### src/rtl/arbitrated_memory_pkg.sv
// Shared constants and helpers for the arbitrated memory and its arbiter.
package arbitrated_memory_pkg;

  localparam int MODE_RR    = 0;
  localparam int MODE_FIXED = 1;

  localparam logic RW_READ  = 1'b0;
  localparam logic RW_WRITE = 1'b1;

  // Index width for a channel count, never narrower than one bit.
  function automatic int clog2Min1(input int value);
    return (value <= 1) ? 1 : $clog2(value);
  endfunction

endpackage

### src/rtl/arbitrated_memory_if.sv
// Request/acknowledge bus between the executors and the arbitrated memory.
//
// Handshake: Req[c] is a level. The memory samples it on a rising edge; if
// channel c wins there, Ack[c] is high for exactly the following cycle, and
// RValid/RData/AckChannel describe that completed access. A channel is never
// granted in the cycle its Ack is high, so during Ack the requester either
// drops Req or presents its next request, which is sampled on the next edge.
interface arbitrated_memory_if
  import arbitrated_memory_pkg::*;
#(
  parameter int N        = 8,
  parameter int M        = 2,
  parameter int CHANNELS = 4
) ();

  localparam int IW = clog2Min1(CHANNELS);

  logic [CHANNELS-1:0]   Req;
  logic [CHANNELS-1:0]   RW;
  logic [CHANNELS*M-1:0] Select;
  logic [CHANNELS*N-1:0] WData;
  logic [CHANNELS-1:0]   Ack;
  logic                  RValid;
  logic [N-1:0]          RData;
  logic [IW-1:0]         AckChannel;

  modport master (
    output Req, RW, Select, WData,
    input  Ack, RValid, RData, AckChannel
  );

  modport slave (
    input  Req, RW, Select, WData,
    output Ack, RValid, RData, AckChannel
  );

endinterface

### src/rtl/arbitrated_memory_rr_arbiter.sv
// Single-grant arbiter: round-robin from a rotating pointer, or fixed
// priority with the lowest index winning.
module rr_arbiter
  import arbitrated_memory_pkg::*;
#(
  parameter int CHANNELS = 4,
  parameter int MODE     = MODE_RR,
  localparam int IW      = clog2Min1(CHANNELS)
) (
  input  logic                Clock,
  input  logic                Reset,
  input  logic [CHANNELS-1:0] eligible,
  output logic [CHANNELS-1:0] grant,
  output logic [IW-1:0]       grantIdx,
  output logic                anyGrant
);

  // Last winner in round-robin mode; the search starts just above it.
  logic [IW-1:0] pointer;

  // Pick the first eligible channel in search order.
  always_comb begin
    int            cand;
    logic [IW-1:0] candIdx;
    grant    = '0;
    grantIdx = '0;
    anyGrant = 1'b0;
    cand     = 0;
    candIdx  = '0;
    for (int i = 0; i < CHANNELS; i++) begin
      if (MODE == MODE_RR) begin
        cand = int'(pointer) + 1 + i;
        if (cand >= CHANNELS) cand = cand - CHANNELS;
      end else begin
        cand = i;
      end
      candIdx = IW'(cand);
      if (!anyGrant && eligible[candIdx]) begin
        anyGrant = 1'b1;
        grantIdx = candIdx;
      end
    end
    grant[grantIdx] = anyGrant;
  end

  // Pointer follows the winner; starts at the top so channel 0 wins first.
  always_ff @(posedge Clock) begin
    if (Reset) begin
      pointer <= IW'(CHANNELS - 1);
    end else if (anyGrant) begin
      pointer <= grantIdx;
    end
  end

endmodule

### src/rtl/arbitrated_memory.sv
// Shared word-addressed store serving one access per clock to CHANNELS
// requesters through the arbiter.
module arbitrated_memory
  import arbitrated_memory_pkg::*;
#(
  parameter int N        = 8,
  parameter int M        = 2,
  parameter int CHANNELS = 4,
  parameter int MODE     = MODE_RR
) (
  input logic                Clock,
  input logic                Reset,
  arbitrated_memory_if.slave bus
);

  localparam int COUNT = 2 ** M;
  localparam int IW    = clog2Min1(CHANNELS);

  logic [N-1:0]          mem [COUNT];
  logic [CHANNELS-1:0]   ackReg;
  logic [CHANNELS-1:0]   eligible;
  logic [CHANNELS-1:0]   grant;
  logic [IW-1:0]         grantIdx;
  logic                  anyGrant;
  logic [IW-1:0]         ackChannelReg;
  logic                  rValidReg;
  logic [N-1:0]          rDataReg;
  logic [M-1:0]          winAddr;
  logic [N-1:0]          winData;
  logic                  winRW;

  // A channel being acknowledged this cycle sits out one edge.
  assign eligible = bus.Req & ~ackReg;

  rr_arbiter #(
    .CHANNELS (CHANNELS),
    .MODE     (MODE)
  ) u_arbiter (
    .Clock    (Clock),
    .Reset    (Reset),
    .eligible (eligible),
    .grant    (grant),
    .grantIdx (grantIdx),
    .anyGrant (anyGrant)
  );

  // Route the winning channel's address, data and direction.
  always_comb begin
    winAddr = bus.Select[grantIdx*M +: M];
    winData = bus.WData[grantIdx*N +: N];
    winRW   = bus.RW[grantIdx];
  end

  // Perform the granted access and register the acknowledge outputs.
  always_ff @(posedge Clock) begin
    if (Reset) begin
      for (int a = 0; a < COUNT; a++) mem[a] <= '0;
      ackReg        <= '0;
      rValidReg     <= 1'b0;
      rDataReg      <= '0;
      ackChannelReg <= '0;
    end else begin
      ackReg    <= grant;
      rValidReg <= anyGrant && (winRW == RW_READ);
      if (anyGrant) begin
        ackChannelReg <= grantIdx;
        if (winRW == RW_WRITE) begin
          mem[winAddr] <= winData;
        end else begin
          rDataReg <= mem[winAddr];
        end
      end
    end
  end

  assign bus.Ack        = ackReg;
  assign bus.RValid     = rValidReg;
  assign bus.RData      = rDataReg;
  assign bus.AckChannel = ackChannelReg;

endmodule

### src/flat_wrapper.sv
// flat-port wrapper written by rule: the top's interface ports become plain ports
module arbitrated_memory_flat import arbitrated_memory_pkg::*;
#(
  parameter int N        = 8,
  parameter int M        = 2,
  parameter int CHANNELS = 4,
  parameter int MODE     = MODE_RR
)
  (Clock, Reset, bus_Req, bus_RW, bus_Select, bus_WData, bus_Ack, bus_RValid, bus_RData, bus_AckChannel);
  arbitrated_memory_if #(.N(N), .M(M), .CHANNELS(CHANNELS)) bus_i ();
  input logic Clock;
  input logic Reset;
  input wire logic [$bits(bus_i.Req)-1:0] bus_Req;
  input wire logic [$bits(bus_i.RW)-1:0] bus_RW;
  input wire logic [$bits(bus_i.Select)-1:0] bus_Select;
  input wire logic [$bits(bus_i.WData)-1:0] bus_WData;
  output wire logic [$bits(bus_i.Ack)-1:0] bus_Ack;
  output wire logic [$bits(bus_i.RValid)-1:0] bus_RValid;
  output wire logic [$bits(bus_i.RData)-1:0] bus_RData;
  output wire logic [$bits(bus_i.AckChannel)-1:0] bus_AckChannel;
  assign bus_i.Req = bus_Req;
  assign bus_i.RW = bus_RW;
  assign bus_i.Select = bus_Select;
  assign bus_i.WData = bus_WData;
  assign bus_Ack = bus_i.Ack;
  assign bus_RValid = bus_i.RValid;
  assign bus_RData = bus_i.RData;
  assign bus_AckChannel = bus_i.AckChannel;
  arbitrated_memory #(.N(N), .M(M), .CHANNELS(CHANNELS), .MODE(MODE)) u_core (.Clock(Clock), .Reset(Reset), .bus(bus_i));
endmodule
### config.mk
export PLATFORM = sky130hd
export DESIGN_NAME = arbitrated_memory_flat
export DESIGN_NICKNAME = d
export VERILOG_FILES = /design/src/rtl/arbitrated_memory_pkg.sv /design/src/rtl/arbitrated_memory_if.sv /design/src/rtl/arbitrated_memory_rr_arbiter.sv /design/src/rtl/arbitrated_memory.sv /design/src/flat_wrapper.sv
export SDC_FILE = /design/constraint.sdc
export NUM_CORES = 1
export LEC_CHECK = 0
export ABC_AREA = 1
export BUFFER_PORTS_ARGS = -buffer_cell sky130_fd_sc_hd__buf_2
export CAP_MARGIN = 20
export CORE_ASPECT_RATIO = 0.7
export CORE_UTILIZATION = 55
export CTS_CLUSTER_DIAMETER = 80
export DETAILED_ROUTE_END_ITERATION = 10
export PLACE_DENSITY = 0.8
export SLEW_MARGIN = 0
export SYNTH_ARGS = -nofsm -noshare
export SYNTH_HDL_FRONTEND = slang
export SYNTH_HIERARCHICAL = 1
export SYNTH_SLANG_ARGS = --single-unit
### constraint.sdc
create_clock -name Clock -period 3.15 [get_ports Clock]
set_input_delay 0.1575 -clock Clock [delete_from_list [all_inputs] [get_ports Clock]]
set_output_delay 0.1575 -clock Clock [all_outputs]
set_load 0.03 [all_outputs]
==> report_table.html <==
<table>
<tr><th>Metric</th><th>Value</th></tr>
<tr><th colspan="2">Clock network</th></tr>
<tr><td>Setup Buffers After CTS</td><td>0</td></tr>
<tr><td>Clock tree from TritonCTS</td><td>done</td></tr>
<tr><td>Clock buffers created by TritonCTS</td><td>5</td></tr>
<tr><td>Clk sink count</td><td>49</td></tr>
<tr><td># H-tree levels</td><td>2</td></tr>
<tr><td>Reg clk slew, reported paths</td><td>90 ps</td></tr>
<tr><td>Clock latency on the worst-skew pair</td><td>310 ps</td></tr>
<tr><td>Max Buffers Root-to-Sink</td><td>2</td></tr>
<tr><td>Clock tree root driver cell</td><td>sky130_fd_sc_hd__clkbuf_8</td></tr>
<tr><th colspan="2">Finish</th></tr>
<tr><td>Final layout net count</td><td>517</td></tr>
<tr><td>Final design instance area without fill</td><td>3540 sq um</td></tr>
<tr><td>Diodes inserted</td><td>0</td></tr>
<tr><td>Synth-to-Final Area Change</td><td>16.8%</td></tr>
<tr><td>Final cell count without fillers</td><td>540</td></tr>
<tr><td>Fraction of final layout cells with drive strength greater than 1</td><td>29.5%</td></tr>
<tr><td>Most common cell after layout, fill and taps aside</td><td>sky130_fd_sc_hd__nand2_1</td></tr>
<tr><td>Commonest non-fill, non-tap cells in the layout</td><td>sky130_fd_sc_hd__nand2_1, sky130_fd_sc_hd__buf_2, sky130_fd_sc_hd__nor2_1, sky130_fd_sc_hd__inv_1, sky130_fd_sc_hd__nand3_1</td></tr>
<tr><td>Number of fill cells</td><td>481</td></tr>
<tr><th colspan="2">Synthesis</th></tr>
<tr><td>Dominant combinational cell family by area after synthesis</td><td>simple AND/OR/NAND/NOR gates</td></tr>
<tr><td>Distinct cell type count after synthesis</td><td>26</td></tr>
<tr><td>Flip-flop and latch count after synthesis</td><td>49</td></tr>
<tr><td>Mean instance size in the synthesized netlist</td><td>7.53 sq um</td></tr>
<tr><td>Gate Count Post-Synth</td><td>403</td></tr>
<tr><td>Arithmetic-cell share of the synthesized area counting full adders, half adders and majority gates</td><td>0%</td></tr>
<tr><td>Sequential cell area fraction in the yosys report</td><td>42.9%</td></tr>
<tr><td>Biggest area consumer among synthesized cells</td><td>sky130_fd_sc_hd__edfxtp_1</td></tr>
<tr><td>Post-synthesis share of cell area spent on and, or, nand and nor gates</td><td>39.0%</td></tr>
<tr><td>Warnings, synthesis</td><td>6</td></tr>
<tr><td>Parity-gate share of the synthesized area counting xor and xnor cells</td><td>0%</td></tr>
<tr><td>Proportion of synthesized area in mux cells</td><td>0%</td></tr>
<tr><td>Fraction of post-synthesis cell area in the top cell type by area</td><td>31.7%</td></tr>
<tr><td>Top cells by area in the synthesized netlist</td><td>sky130_fd_sc_hd__edfxtp_1, sky130_fd_sc_hd__dfxtp_1, sky130_fd_sc_hd__nand2_1</td></tr>
<tr><td>Compound-cell area share of the yosys netlist</td><td>5.28%</td></tr>
<tr><td>Total standard cell area after synthesis</td><td>3030 sq um</td></tr>
<tr><td>Net count after synthesis</td><td>453</td></tr>
<tr><th colspan="2">Routing</th></tr>
<tr><td>Iteration count of the initial detailed-routing pass</td><td>4</td></tr>
<tr><td>Remaining design rule violation count</td><td>0</td></tr>
<tr><td>Via total after detailed routing</td><td>2806</td></tr>
<tr><td>ANT nets after route</td><td>0</td></tr>
<tr><td>DR iter-0 viols</td><td>207</td></tr>
<tr><td>Average routed wire per standard cell</td><td>13.6 microns</td></tr>
<tr><td>Mean number of vias per cell</td><td>5.20</td></tr>
<tr><td>Total wire length</td><td>7350 microns</td></tr>
<tr><th colspan="2">Critical path</th></tr>
<tr><td>Kind of launch point of the worst setup path</td><td>flop</td></tr>
<tr><td>Reg-to-reg slack, setup</td><td>260 ps</td></tr>
<tr><td>Worst path buffer plus inverter count</td><td>3</td></tr>
<tr><td>Slowest library cell on the worst path</td><td>sky130_fd_sc_hd__dfxtp_1</td></tr>
<tr><td>Cell breakdown of the critical path</td><td>nor2_1, inv_1, nand2_1, nand2_1, o21ai_1, nand4_1, nand2_2, inv_2, nand2_2, nand3_4, nand2_8, inv_2, nor2_4, nand2_4, nand2_2</td></tr>
<tr><td>Kind of cell adding the most delay to the critical path</td><td>simple AND/OR/NAND/NOR gates</td></tr>
<tr><td>Worst EP required</td><td>3160 ps</td></tr>
<tr><td>Crit path capture type</td><td>flop</td></tr>
<tr><td>Critical Path Start</td><td>u_core/bus.Ack[3]</td></tr>
<tr><td>Stage delay of the slowest cell on the critical path</td><td>320 ps</td></tr>
<tr><td>Critical path class</td><td>flop to flop</td></tr>
<tr><td>Worst endpoint data arrival time</td><td>2900 ps</td></tr>
<tr><td>Cell count of the worst reg-to-reg path</td><td>15</td></tr>
<tr><td>Maximum net fanout on the critical path</td><td>17</td></tr>
<tr><td>Capture instance of the worst register-to-register path</td><td>u_core/mem[2][1]</td></tr>
<tr><td>CP most frequent cell</td><td>sky130_fd_sc_hd__nand2_2</td></tr>
<tr><td>Critical register-to-register path startpoint</td><td>u_core/bus.Ack[3]</td></tr>
<tr><th colspan="2">GRT</th></tr>
<tr><td>Wire length of the first global-routing pass</td><td>12400 microns</td></tr>
<tr><td>Global-route usage over all layers</td><td>27.6%</td></tr>
<tr><td>Number of global-route vias before repair</td><td>2573</td></tr>
<tr><td>Number of antenna violations at the first check in global routing</td><td>0</td></tr>
<tr><td>Total congestion overflow after global routing</td><td>0</td></tr>
<tr><td>Maximum number of pins on one net before global-route repair</td><td>20</td></tr>
<tr><th colspan="2">Hold path</th></tr>
<tr><td>Min-delay worst type</td><td>input port to flop</td></tr>
<tr><td>Launch instance of the worst min-delay path</td><td>Reset</td></tr>
<tr><td>Min-Delay Endpoint</td><td>u_core/bus.Ack[1]</td></tr>
<tr><td>Cell depth of the worst hold path</td><td>2</td></tr>
<tr><th colspan="2">Placement</th></tr>
<tr><td>Post-placement cell area</td><td>3380 sq um</td></tr>
<tr><td>Number of instances in the placed design</td><td>532</td></tr>
<tr><td>Last weighted congestion value of the routability-driven placer</td><td>0.860</td></tr>
<tr><td>HPWL after detailed placement</td><td>5460 microns</td></tr>
<tr><td>Buffers added on ports</td><td>64</td></tr>
<tr><th colspan="2">STA</th></tr>
<tr><td>Final setup viols</td><td>0</td></tr>
<tr><td>Period minus WS final</td><td>2890 ps</td></tr>
<tr><td>Max Clock Freq</td><td>346 MHz</td></tr>
<tr><td>Worst Max-Slew Pin Slew</td><td>321 ps</td></tr>
<tr><td>Final total negative setup slack</td><td>0 ps</td></tr>
<tr><td>Final Skew</td><td>9.75 ps</td></tr>
<tr><td>Count of endpoints failing hold in the final timing report</td><td>0</td></tr>
<tr><td>Pins over their slew limit</td><td>0</td></tr>
<tr><td>Relative slew margins</td><td>78.6%</td></tr>
<tr><td>Share of the cycle needed by the critical path after routing</td><td>91.9%</td></tr>
<tr><th colspan="2">Floorplan</th></tr>
<tr><td>Die boundary width</td><td>90.8 microns</td></tr>
<tr><td>Initial Utilization</td><td>57.4%</td></tr>
<tr><td>Vertical die dimension</td><td>64.1 microns</td></tr>
<tr><td>Placement row count</td><td>22</td></tr>
<tr><td># IOs</td><td>65</td></tr>
<tr><td>Full die area</td><td>5820 sq um</td></tr>
<tr><td>Core Area</td><td>5290 sq um</td></tr>
<tr><th colspan="2">Status</th></tr>
<tr><td>Result of the run</td><td>complete, no violations</td></tr>
<tr><th colspan="2">Job</th></tr>
<tr><td>Number of max-cap violations</td><td>0</td></tr>
</table>
[Yosys cell counts, drive strengths merged]
cell	number
o21ai	20
nand3b	9
o22ai	8
inv	66
dfxtp	17
clkbuf	1
nand3	51
nand2	105
edfxtp	32
nor2	75
nand4	2
clkinv	1
buf	13
a21oi	2
bufinv	1
[cells by family after synthesis]
kind of cell	count (synthesis)
AO/OA/AOI/OAI	30
AND/OR/NAND/NOR	242
flip-flops	49
buffers and inverters	82
[layout make-up]
class,instances,area (sq um),share of cell area (%)
Sequential cell,49,1300,36.8
Clock buffer,5,68.8,1.94
Tap cell,72,90.1,2.54
Timing Repair Buffer,71,373,10.5
Inverter,68,273,7.70
Multi-Input combinational cell,272,1370,38.6
Clock inverter,3,68.8,1.94
[how the worst max path moves through the flow]
stage	end	slack (ps)	depth (start not counted)
3_5_place_dp	u_core/mem[2][0]	60	14
6_report	u_core/mem[2][1]	260	15
4_1_cts	u_core/mem[2][1]	9	14
5_1_grt	u_core/mem[0][1]	-4	15
2_1_floorplan	u_core/mem[1][0]	510	18
3_3_place_gp	u_core/mem[1][0]	240	18
[through the flow]
stage	setup slack [ps]	util, %	hold slack, ps
after global placement	238	64.0	505
final	256	67.1	189
after floorplan	513	-	277
after CTS	9.30	66.6	192
after detailed placement	59.7	64.0	511
after global routing	-3.66	67.1	202
[repair_timing]
action / in CTS / in global routing
hold buffers: 0 / 0
endpoints found under the setup margin: 0 / 37
resized for setup: 0 / 9
endpoints found under the hold margin: 0 / 0
[sequential cells by signal, indices dropped and copies added (netlist names)]
name / count
u_core/bus.RData: 8
u_core/u_arbiter/pointer: 2
u_core/bus.RValid: 1
u_core/bus.AckChannel: 2
u_core/mem: 32
u_core/bus.Ack: 4
[layer usage]
layer	share of wire [%]	GRT usage [%]	vias to the layer above
li1	-	-	1398
met1	48	39.3	1295
met2	45	43.3	105
met3	6.5	5.48	8
met4	0.92	6.94	0
met5	0	0	-
Power is not shown: default switching activity piles up to over one toggle a cycle in this logic, so the estimate is an artifact.
